File: config.mk
export PLATFORM = sky130hd
export DESIGN_NAME = seq_divider
export DESIGN_NICKNAME = d
export VERILOG_FILES = /design/src/rtl/div_pkg.sv /design/src/rtl/div_step.sv /design/src/rtl/seq_divider.sv
export SDC_FILE = /design/constraint.sdc
export NUM_CORES = 1
export LEC_CHECK = 0
export CORE_MARGIN = 2
export CORE_UTILIZATION = 35
export CTS_CLUSTER_DIAMETER = 80
export DETAILED_ROUTE_END_ITERATION = 6
export SYNTH_ARGS = -nofsm -noshare
export SYNTH_HDL_FRONTEND = slang
export SYNTH_SLANG_ARGS = --single-unit
export TNS_END_PERCENT = 30
File: constraint.sdc
create_clock -name clk -period 2.05 [get_ports clk]
set_clock_uncertainty 0.15 [all_clocks]
set_input_delay 0.41 -clock clk [delete_from_list [all_inputs] [get_ports clk]]
set_output_delay 0.41 -clock clk [all_outputs]
set_load 0.02 [all_outputs]
File: src/rtl/div_pkg.sv
// Shared widths, FSM states and helpers for the sequential divider.
// Optional DIV_ZERO_FLAG_EN adds the div_by_zero output to seq_divider.
package div_pkg;

    localparam int DVD_W_DEF = 8;
    localparam int DVS_W_DEF = 4;

    typedef enum logic [1:0] {
        IDLE = 2'd0,
        RUN  = 2'd1,
        DONE = 2'd2
    } div_state_t;

    // Width of an iteration counter covering 0..n-1, never zero.
    function automatic int cnt_width(input int n);
        return (n < 2) ? 1 : $clog2(n);
    endfunction

endpackage

File: src/rtl/div_step.sv
// One restoring-division iteration: shift in a dividend bit, trial
// subtract the divisor, keep or restore, emit the quotient bit.
module div_step
    import div_pkg::*;
#(
    parameter int DVS_W = DVS_W_DEF
) (
    input  logic [DVS_W-1:0] rem_in,
    input  logic             bit_in,
    input  logic [DVS_W-1:0] divisor,
    output logic [DVS_W-1:0] rem_out,
    output logic             q_bit
);

    logic [DVS_W:0]   shifted;
    logic [DVS_W-1:0] diff;

    // When the trial succeeds the true difference is below the divisor,
    // so its low DVS_W bits are exact and the carry-out can be dropped.
    always_comb begin
        shifted = {rem_in, bit_in};
        diff    = shifted[DVS_W-1:0] - divisor;
        q_bit   = (shifted >= {1'b0, divisor});
        rem_out = q_bit ? diff : shifted[DVS_W-1:0];
    end

endmodule

File: src/rtl/seq_divider.sv
// Multi-cycle unsigned restoring divider, one dividend bit per clock.
// Define DIV_ZERO_FLAG_EN to add the registered div_by_zero output.
module seq_divider
    import div_pkg::*;
#(
    parameter int DVD_W = DVD_W_DEF,
    parameter int DVS_W = DVS_W_DEF
) (
    input  logic             clk,
    input  logic             rst,
    input  logic             start,
    input  logic [DVD_W-1:0] dividend,
    input  logic [DVS_W-1:0] divisor,
    output logic             busy,
    output logic             done,
    output logic [DVD_W-1:0] quotient,
`ifdef DIV_ZERO_FLAG_EN
    output logic [DVS_W-1:0] remainder,
    output logic             div_by_zero
`else
    output logic [DVS_W-1:0] remainder
`endif
);

    localparam int CNT_W = cnt_width(DVD_W);
    localparam logic [CNT_W-1:0] LAST_ITER = CNT_W'(DVD_W - 1);

    div_state_t       state;
    div_state_t       state_nxt;
    logic             accept;
    logic [CNT_W-1:0] iter;
    logic [DVD_W-1:0] dvd_sr;
    logic [DVD_W-1:0] quot_q;
    logic [DVS_W-1:0] dvs_q;
    logic [DVS_W-1:0] rem_q;
    logic [DVS_W-1:0] rem_step;
    logic             q_bit;

    always_ff @(posedge clk or posedge rst) begin
        if (rst) begin
            state <= IDLE;
        end else begin
            state <= state_nxt;
        end
    end

    // Start is only honoured in IDLE and DONE; in RUN it is invisible.
    always_comb begin
        state_nxt = state;
        accept    = 1'b0;
        busy      = 1'b0;
        done      = 1'b0;
        unique case (state)
            IDLE: begin
                if (start) begin
                    accept    = 1'b1;
                    state_nxt = RUN;
                end
            end
            RUN: begin
                busy = 1'b1;
                if (iter == LAST_ITER) begin
                    state_nxt = DONE;
                end
            end
            DONE: begin
                done = 1'b1;
                if (start) begin
                    accept    = 1'b1;
                    state_nxt = RUN;
                end else begin
                    state_nxt = IDLE;
                end
            end
            default: begin
                state_nxt = IDLE;
            end
        endcase
    end

    div_step #(
        .DVS_W(DVS_W)
    ) u_step (
        .rem_in  (rem_q),
        .bit_in  (dvd_sr[DVD_W-1]),
        .divisor (dvs_q),
        .rem_out (rem_step),
        .q_bit   (q_bit)
    );

    // Dividend bits leave the top of dvd_sr while quotient bits enter
    // at the bottom of quot_q, so both stay MSB-first.
    always_ff @(posedge clk or posedge rst) begin
        if (rst) begin
            iter   <= '0;
            dvd_sr <= '0;
            dvs_q  <= '0;
            quot_q <= '0;
            rem_q  <= '0;
        end else if (accept) begin
            iter   <= '0;
            dvd_sr <= dividend;
            dvs_q  <= divisor;
            quot_q <= '0;
            rem_q  <= '0;
        end else if (state == RUN) begin
            iter   <= iter + CNT_W'(1);
            dvd_sr <= dvd_sr << 1;
            quot_q <= (quot_q << 1) | DVD_W'(q_bit);
            rem_q  <= rem_step;
        end
    end

    assign quotient  = quot_q;
    assign remainder = rem_q;

`ifdef DIV_ZERO_FLAG_EN
    logic dz_q;

    always_ff @(posedge clk or posedge rst) begin
        if (rst) begin
            dz_q <= 1'b0;
        end else if (accept) begin
            dz_q <= (divisor == '0);
        end
    end

    assign div_by_zero = dz_q;
`endif

endmodule

==> impl_summary.txt, run 1 <==
----------------------------------------------------
[Worst setup path]
  Critical path data arrival time ... between 1 and 1.5 ns
  Cell Chain, Critical Path ... nor2b_1 > clkdlybuf4s50_1
  Slowest stage delay, CP ... roughly 0.61 ns
  Worst Setup Path Type ... flop to output port
  Data required time of the critical path ... 1.49 ns
  Crit Path Max Fanout ... 3
  Crit path max-delay cell type ... clkdlybuf4s50_1
  Kind of launch point of the worst setup path ... flop
  Capturing element type of the critical path ... output port

[Status]
  Result of the run ... finished clean

[Timing]
  Achievable clock frequency ... around 510 MHz
  Slew @ Worst Pin ... roughly 0.67 ns
  Max Transition Viols Final ... 0
  Final hold violation count ... 0
  Unrepaired setup endpoints after global routing ... false
  Final Hold Slack ... ~0.33 ns
  Worst slew margin relative to its limit ... between 50% and 60%
  Setup TNS ... 0 ns
  Final setup fails ... 0
  Final worst path period share ... between 90% and 100%
  Fin worst setup slack ... approximately 0.1 ns
  Min Tclk post-route ... between 1.5 and 2 ns

[Yosys]
  Async set-or-reset flop fraction in the synthesized netlist ... 100%
  Cell accounting for the most synthesized area ... dfrtp_1
  Post-synth top flop ... dfrtp_1
  Largest cells by area after synthesis ... dfrtp_1, a22o_1, ha_1
  Synthesized cell area ... 0.00139 mm2
  Syn Nets ... about 140
  Proportion of netlist area held by the largest area contributor ... 52.3%
  Flip-flop and latch count after synthesis ... 29
  Number of flops mapped to enable cells by yosys ... 0
  Warnings from Yosys ... 0
  Gate count of the mapped netlist ... about 120
  Sequential cell area fraction in the yosys report ... a little over half
  Number of distinct library cell variants in the gate-level netlist after synthesis ... 36
  Post-synthesis average cell area ... around 11 um2

[Place]
  HPWL reported at the end of detailed placement ... just over 2 mm
  Number of placed instances, taps included ... about 200
  Placer's final routability congestion estimate ... 0.818
  Post-Place Worst Slack ... 0.0779 ns
  Number of port buffers ... 28

[Clock tree]
  Clock buffer depth ... 2
  Clock-pin slew on the worst setup and hold paths ... around 0.070 ns
  Number of buffers inserted during clock tree synthesis ... 5
  Cts hold-fix bufs ... 0
  Clock tree from TritonCTS ... yes
  Buffers inserted during post-CTS setup optimization ... 0
  Total number of H-tree levels ... 2
  Cell chosen for the clock root ... clkbuf_8
  Clock latency on the worst-skew pair ... 0.28 ns
  Post-cts repair resize count ... 1
  Sink count of the clock tree ... 29

[Drt]
  DRC violations left ... 0
  Routed vias/inst ... approximately 5.0
  Sum of routed wire length over all layers ... between 2 and 3 mm
  Vias after detailed routing ... just over 1000
  Antenna-violating nets left ... 0
  Number of DRC violations after detailed-routing iteration 0 ... 11
  Average routed wire per standard cell ... roughly 14 um
  Number of optimization iterations in the first detailed-route pass ... 4

[Global routing]
  Vias in the first global route ... ~1100
  First-pass GRT wire length ... between 4 and 5 mm
  Maximum number of pins on one net before global-route repair ... 30
  Residual overflow from global routing ... 0
  Overall global routing resource usage ... 15.0%
  Initial antenna violation count ... 0

[Die]
  Width of the chip ... 66.9 um
  Height of the die ... 66.9 um
  Core ar. ... around 0.0037 mm2
  IO Count ... 29
  Count of standard-cell rows ... 22
  Starting utilization of the core area ... a little under two fifths
  DIE AREA ... 0.00448 mm2

[Power and ir drop]
  Maximum vdd drop ... 0.000725 V
  Leakage ... around 0.84 nW
  PwrDens ... approximately 1800 mW/mm2
  Post-layout power ... roughly 3.5 mW

[Finish]
  Synthesis-to-finish area growth ... 35.5%
  Number of filler cells placed in the layout ... between 300 and 400
  Nets ... about 180
  Antenna cell count ... 0
  Fraction of layout instances using a drive strength above 1 ... around an eighth
  Final std cells w/o fill ... 205

[Run]
  Total of max-cap violations ... 0

[Min path]
  HP Class ... flop to flop

----------------------------------------------------
## final cells by class
class | instances | area, um2 | area share [%]
sequential | 29 | 726 | 38.6
multi-input combinational | 79 | 608 | 32.4
timing repair buffer | 34 | 324 | 17.3
clock buffer | 5 | 68.8 | 3.66
clock inverter | 3 | 65.1 | 3.46
tap | 48 | 60.1 | 3.20
inverter | 7 | 26.3 | 1.40
## layer usage
layer | part of all wire, % | wire length [um] | vias to the layer above | track usage [%]
met5 | 0 | 0 | - | 0
li1 | - | - | 506 | -
met1 | 47 | 1320 | 501 | 18.7
met2 | 47 | 1340 | 24 | 24.1
met4 | 0.74 | 21 | 0 | 4.34
met3 | 5.1 | 144 | 2 | 5.91
## synth_stat cells, types with 2 or more instances
cell	n
dfrtp_1	29
nand2_1	14
a22o_1	10
mux2i_1	7
o21ai_1	7
ha_1	6
inv_1	6
nor2b_1	4
buf_2	3
clkbuf_1	3
o211ai_1	3
o21ai_0	3
nand3_1	2
or4_1	2
## logic make-up (layout without fill, tap and decap cells)
group                    count (synthesis)  after routing  synth area share, %
AO/OA/AOI/OAI                           32             32                 18.3
XOR/XNOR                                 1              1                0.632
adder cells (fa/ha/maj)                  7              7                 6.86
buffers and inverters                   13             49                 3.79
flip-flops                              29             29                 52.3
multiplexers                             8              8                 5.87
AND/OR/NAND/NOR                         31             31                 12.2
## where the power goes
part	internal [mW]	total [mW]	switching (mW)
combinational	0.864	1.76	0.891
sequential	0.836	1.01	0.170
clock	0.482	0.705	0.223
total	2.18	3.47	1.28
## placed cells by master, fill, tap and decap left out, types with 2 or more instances in the layout
cell type	netlist	final
ha_1	6	6
buf_4	0	6
o21ai_1	7	7
o211ai_1	3	3
inv_1	6	6
o21ai_0	3	3
mux2i_1	7	7
or4_1	2	2
nand3_1	2	2
clkbuf_8	0	5
dfrtp_1	29	29
nor2b_1	4	4
nand2_1	14	14
clkdlybuf4s50_1	0	27
bufinv_16	0	2
a22o_1	10	10
## path summary, 6_finish.rpt
check	start	endpoint	slack, ns	cells past startpoint
setup / recovery	state[0]	done	0.1	2
hold / removal	iter[0]	iter[0]	0.33	1
setup reg to reg	remainder[1]	remainder[3]	0.11	5
hold reg to reg	iter[0]	iter[0]	0.33	1
max in group asynchronous	rst	quotient[3]	1.14	3
min in group asynchronous	rst	iter[0]	0.34	3
## per-stage QoR
stage | cell area [um2] | util, %
2_1_floorplan | 1390 | -
3_3_place_gp | 1750 | 46.6
5_1_grt | 1880 | 50.2
6_report | 1880 | 50.2
3_5_place_dp | 1750 | 46.6
4_1_cts | 1880 | 50.2
## worst max-delay path: cells and delay by family (launching register included)
family	cells	cell delay [ns]
buf+inv	1	0.61
flops	1	0.39
simple gates	1	0.11
## flip-flops by register name (all words and copies together), names as in the netlist
| register | cells |
|---|---|
| dvs_q | 4 |
| remainder | 4 |
| iter | 3 |
| state | 2 |
| dvd_sr | 8 |
| quotient | 8 |
Power figures use the tool's default switching activity.
==> run 2, diff against run 1 <==
clock period = 1.8 ns   (was 2.05 ns; I/O delays follow)
==> impl_summary.txt, run 2 (synthesis gave the netlist of run 1 again) <==
----------------------------------------------------
[Timing]
  Final worst path period share ... 99.5%
  Min Tclk post-route ... between 1.5 and 2 ns
  Setup TNS ... 0 ns (unchanged)
  Worst slew margin relative to its limit ... 75.0% (+20 points)
  Unrepaired setup endpoints after global routing ... true
  Achievable clock frequency ... between 500 and 600 MHz
  Final setup fails ... 0 (unchanged)
  Final Hold Slack ... 0.289 ns (-0.0444 ns)
  Slew @ Worst Pin ... 0.374 ns (-0.297 ns)
  Max Transition Viols Final ... 0 (unchanged)
  Fin worst setup slack ... 0.00968 ns (-0.0884 ns)
  Final hold violation count ... 0 (unchanged)

[Place]
  Post-Place Worst Slack ... -0.133 ns (-0.211 ns)
  Number of port buffers ... 28 (unchanged)
  Placer's final routability congestion estimate ... 0.846 (+3.4%)
  HPWL reported at the end of detailed placement ... 2.09 mm (+2.8%)

[Die]
  DIE AREA ... 0.00448 mm2 (unchanged)
  Core ar. ... 0.00374 mm2 (unchanged)
  Height of the die ... 66.9 um (unchanged)
  Count of standard-cell rows ... 22 (unchanged)
  IO Count ... 29 (unchanged)
  Width of the chip ... 66.9 um (unchanged)
  Starting utilization of the core area ... 37.0% (unchanged)

[Worst setup path]
  Capturing element type of the critical path ... flop
  Critical path data arrival time ... 1.80 ns (+0.41 ns)
  Crit Path Max Fanout ... 2 (-1)
  Worst Setup Path Type ... flop to flop
  Kind of launch point of the worst setup path ... flop
  Data required time of the critical path ... 1.81 ns (+0.32 ns)

[Finish]
  Number of filler cells placed in the layout ... 348 (unchanged)
  Antenna cell count ... 0 (unchanged)
  Most frequent cells in the layout ... dfrtp_1, clkdlybuf4s50_1, nand2_1, buf_4, a22o_1
  Share of the core filled with cells ... 53.8% (+3.6 points)
  Nets ... 188 (+5.6%)
  Fraction of layout instances using a drive strength above 1 ... 24.0% (+11 points)
  Leading cell type in the layout, fill and taps excluded ... dfrtp_1
  Synthesis-to-finish area growth ... 45.2%

[Power and ir drop]
  Leakage ... 0.977 nW (+17%)
  Maximum vdd drop ... 0.000752 V (+3.7%)
  PwrDens ... 2080 mW/mm2 (+13%)
  Post-layout power ... 4.19 mW (+21%)

[Clock tree]
  Sink count of the clock tree ... 29 (unchanged)
  Clock-pin slew on the worst setup and hold paths ... 0.06 ns (about the same)
  Cell chosen for the clock root ... clkbuf_8
  Number of buffers inserted during clock tree synthesis ... 5 (unchanged)
  Clock tree from TritonCTS ... yes
  Clock latency on the worst-skew pair ... 0.28 ns (about the same)
  Cts hold-fix bufs ... 0 (unchanged)
  Total number of H-tree levels ... 2 (unchanged)
  Clock buffer depth ... 2 (unchanged)

[Min path]
  HP Class ... input pin to asynchronous set/reset pin

[Global routing]
  First-pass GRT wire length ... 5.07 mm (+1.7%)
  Residual overflow from global routing ... 0 (unchanged)
  Maximum number of pins on one net before global-route repair ... 30 (unchanged)
  Vias in the first global route ... 1093 (-2.0%)
  Overall global routing resource usage ... 15.3% (+0.27 points)
  Initial antenna violation count ... 0 (unchanged)

[Drt]
  Vias after detailed routing ... 1097 (+6.2%)
  Number of DRC violations after detailed-routing iteration 0 ... 51 (+40)
  Average routed wire per standard cell ... 14.3 um (+3.3%)
  Routed vias/inst ... 5.10 (+1.3%)
  Sum of routed wire length over all layers ... 3.06 mm (+8.3%)
  DRC violations left ... 0 (unchanged)
  Number of optimization iterations in the first detailed-route pass ... 4 (unchanged)
  Antenna-violating nets left ... 0 (unchanged)

[Status]
  Result of the run ... finished clean

[Run]
  Total of max-cap violations ... 0 (unchanged)

----------------------------------------------------
==> run 2: changes by cell type in the layout (fill, tap and decap cells not counted), moves of 2 or more <==
cell / before / now
buf_4: 6 / 14
bufinv_16: 2 / 0
clkdlybuf4s50_1: 27 / 15
dlygate4sd2_1: 1 / 6
dlymetal6s2s_1: 0 / 6
ha_1: 6 / 3
ha_4: 0 / 3
inv_1: 6 / 4
inv_2: 1 / 3
==> run 2: layout make-up <==
cell class,count,area (um2),share of cell area (%)
Sequential cell,29,726,36.0
Multi-Input combinational cell,79,694,34.5
Timing Repair Buffer,44,424,21.1
Clock buffer,6,72.6,3.60
Tap cell,48,60.1,2.98
Inverter,7,26.3,1.31
Clock inverter,2,10.0,0.497
==> run 2: path summary, 6_finish.rpt <==
| path | start | to | slack [ns] | cells after the start |
|---|---|---|---|---|
| max | dvd_sr[7] | remainder[3] | 0.01 | 6 |
| min | rst | quotient[4] | 0.29 | 3 |
| max reg2reg | dvd_sr[7] | remainder[3] | 0.01 | 6 |
| min reg2reg | iter[0] | iter[0] | 0.34 | 1 |
| max in group asynchronous | rst | quotient[5] | 0.93 | 3 |
| min in group clk | iter[0] | iter[0] | 0.34 | 1 |
==> run 2: worst max-delay path: stages (launching register included) <==
cell      delay [ns]
dfrtp_1         0.38
inv_2           0.08
ha_4            0.21
nand2b_4        0.15
a21o_1          0.16
a311o_1         0.31
a32o_1          0.24
==> run 2: metal layers <==
layer | GRT usage (%) | wire [um] | up-vias
met5 | 0 | 0 | -
li1 | - | - | 527
met1 | 20.7 | 1420 | 528
met4 | 4.59 | 25 | 0
met3 | 4.22 | 169 | 4
met2 | 23.9 | 1450 | 38
==> run 2: where the power goes <==
group | internal (mW) | total (mW) | switching, mW | leakage, nW
sequential | 0.953 | 1.15 | 0.200 | 0.365
clock | 0.267 | 0.511 | 0.244 | 0.0450
combinational | 1.29 | 2.53 | 1.24 | 0.567
total | 2.51 | 4.19 | 1.68 | 0.977
==> run 2: per-stage QoR <==
| step | cells | area, um2 |
|---|---|---|
| 2_1_floorplan | 121 | 1400 |
| 3_3_place_gp | 204 | 1810 |
| 3_5_place_dp | 204 | 1810 |
| 4_1_cts | 214 | 1950 |
| 5_1_grt | 215 | 2010 |
| 6_report | 215 | 2010 |
==> run 2: repair_timing <==
| item | CTS | global route |
|---|---|---|
| resized for setup | 13 | 15 |
| pin swaps | 9 | 0 |
| setup buffers | 3 | 1 |
| setup endpoints to repair | 11 | 23 |
==> run 3, diff against run 2 <==
GPL_TIMING_DRIVEN = 0   (was default)
==> impl_summary.txt, run 3 (synthesis gave the netlist of run 1 again) <==
----------------------------------------------------
[Clock tree]
  Number of buffers inserted during clock tree synthesis ... 5 (unchanged)
  Total number of H-tree levels ... 2 (unchanged)
  Clock latency on the worst-skew pair ... 0.28 ns (about the same)
  Clock-pin slew on the worst setup and hold paths ... 0.06 ns (about the same)
  Clock tree from TritonCTS ... yes
  Cell chosen for the clock root ... clkbuf_8
  Sink count of the clock tree ... 29 (unchanged)
  Clock buffer depth ... 2 (unchanged)

[Drt]
  Number of DRC violations after detailed-routing iteration 0 ... 54 (+5.9%)
  Average routed wire per standard cell ... 14.2 um (-0.18%)
  Vias after detailed routing ... 1067 (-2.7%)
  Routed vias/inst ... 5.11 (about the same)
  DRC violations left ... 0 (unchanged)
  Antenna-violating nets left ... 0 (unchanged)
  Sum of routed wire length over all layers ... 2.97 mm (-3.0%)
  Number of optimization iterations in the first detailed-route pass ... 4 (unchanged)

[Timing]
  Final Hold Slack ... 0.338 ns (+0.0486 ns)
  Unrepaired setup endpoints after global routing ... true
  Slew @ Worst Pin ... 1.06 ns (+0.689 ns)
  Fin worst setup slack ... -0.0319 ns (-0.0415 ns)
  Final hold violation count ... 0 (unchanged)
  Achievable clock frequency ... 546 MHz (-2.3%)
  Worst slew margin relative to its limit ... 29.0% (-46 points)
  Max Transition Viols Final ... 0 (unchanged)
  Min Tclk post-route ... 1.83 ns (+0.0415 ns)
  Final setup fails ... 2 (+2)
  Final worst path period share ... 102% (+2.3 points)

[Place]
  Placer's final routability congestion estimate ... 0.714 (-16%)
  HPWL reported at the end of detailed placement ... 2.06 mm (-1.0%)
  Number of port buffers ... 28 (unchanged)
  Post-Place Worst Slack ... -0.351 ns (-0.218 ns)
  Number of placed instances, taps included ... 197 (-3.4%)

[Status]
  Violated checks ... setup timing
  Result of the run ... complete, but fails checks

[Global routing]
  Met1 routing resource usage after global routing ... 18.5% (-2.2 points)
  Initial antenna violation count ... 0 (unchanged)
  Vias in the first global route ... 1039 (-4.9%)
  Residual overflow from global routing ... 0 (unchanged)
  Overall global routing resource usage ... 15.3% (-0.055 points)
  Maximum number of pins on one net before global-route repair ... 30 (unchanged)
  First-pass GRT wire length ... 4.94 mm (-2.6%)
  GR Layer Usage met2 ... 24.9% (+1.0 points)
  Top Usage Layer GRT ... met2
  Met3 Use GR ... 6.08% (+1.9 points)

[Worst setup path]
  Cell Chain, Critical Path ... ha_4 > nand2b_4 > a2111oi_4 > buf_6 > or4_1 > nand3_1
  Worst Setup Path Type ... flop to flop
  Crit path max-delay cell type ... or4_1
  Reg2Reg Depth ... 6 (unchanged)
  End of the worst register-to-register path ... remainder[1]
  Capturing element type of the critical path ... flop
  Worst path bufs/invs ... 1 (unchanged)
  Slowest stage delay, CP ... 0.51 ns (+0.13 ns)
  Kind of launch point of the worst setup path ... flop
  Critical path data arrival time ... 1.90 ns (+0.10 ns)
  Data required time of the critical path ... 1.87 ns (+0.06 ns)
  Register-to-register setup slack ... -0.03 ns (-0.04 ns)
  Delay-heaviest family, CP ... simple AND/OR/NAND/NOR gates
  Start of the worst register-to-register path ... dvs_q[0]
  Crit Path Max Fanout ... 7 (+5)

[Die]
  Width of the chip ... 66.9 um (unchanged)
  Count of standard-cell rows ... 22 (unchanged)
  Starting utilization of the core area ... 37.0% (unchanged)
  Core ar. ... 0.00374 mm2 (unchanged)
  Height of the die ... 66.9 um (unchanged)
  IO Count ... 29 (unchanged)
  DIE AREA ... 0.00448 mm2 (unchanged)

[Power and ir drop]
  Leakage ... 0.947 nW (-3.1%)
  Post-layout power ... 3.98 mW (-5.1%)
  PwrDens ... 2040 mW/mm2 (-2.2%)
  Maximum vdd drop ... 0.000892 V (+19%)

[Min path]
  HP Class ... flop to flop
  Hold Crit Endpoint ... iter[0]
  Beginning of the worst hold path ... iter[0]
  Cell count of the worst hold path ... 1

[Finish]
  Final std cells w/o fill ... 209 (-2.8%)
  Nets ... 183 (-2.7%)
  Fraction of layout instances using a drive strength above 1 ... 19.3% (-4.7 points)
  Share of the core filled with cells ... 52.2% (-1.6 points)
  Most frequent cells in the layout ... dfrtp_1, clkdlybuf4s50_1, nand2_1
  Synthesis-to-finish area growth ... 40.9%
  Antenna cell count ... 0 (unchanged)
  Leading cell type in the layout, fill and taps excluded ... dfrtp_1

[Run]
  Total of max-cap violations ... 0 (unchanged)

----------------------------------------------------
-- run 3: worst reg2reg max path, cell delays in order (launching register included) --
cell       delay [ns]
dfrtp_1          0.41
ha_4             0.27
nand2b_4         0.13
a2111oi_4        0.07
buf_6            0.14
or4_1            0.51
nand3_1          0.09
-- run 3: layout make-up --
cell class / count / area (um2)
Multi-Input combinational cell: 79 / 676
Tap cell: 48 / 60.1
Sequential cell: 29 / 727
Clock buffer: 7 / 86.3
Timing Repair Buffer: 33 / 340
Fill cell: 349 / 1790
Inverter: 7 / 28.8
Buffer: 6 / 35.0
-- run 3: worst max path at each step --
stage	start	cells past startpoint	slack, ns	end
5_1_grt	dvs_q[0]	6	-0.1	remainder[2]
4_1_cts	dvd_sr[7]	5	-0.04	remainder[1]
6_report	dvs_q[0]	6	-0.03	remainder[1]
3_5_place_dp	state[1]	4	-0.35	busy
2_1_floorplan	remainder[0]	4	-0.05	remainder[3]
3_3_place_gp	state[1]	4	-0.34	busy
-- run 3: metal layers --
layer | vias up | part of all wire (%)
met1 | 525 | 45
li1 | 513 | -
met5 | - | 0
met4 | 0 | 0.98
met2 | 26 | 48
met3 | 3 | 6.0
-- run 3: per-stage QoR --
step           TNS, ns  instance area (um2)
2_1_floorplan  -0.0945                 1400
3_3_place_gp     -6.60                 1740
6_report       -0.0380                 1950
4_1_cts        -0.0359                 1900
3_5_place_dp     -7.50                 1740
5_1_grt         -0.291                 1950
-- run 3: repair_timing --
item | in CTS | in global routing
gates cloned | 0 | 0
buffers inserted | 4 | 2
resized for setup | 17 | 16
setup endpoints to repair | 11 | 30
hold buffers | 0 | 0
pin swaps | 6 | 3
-- run 3: power breakdown --
group	switching (mW)	total, mW	internal [mW]
sequential	0.217	1.17	0.955
combinational	1.12	2.27	1.15
clock	0.234	0.536	0.302
total	1.57	3.98	2.41
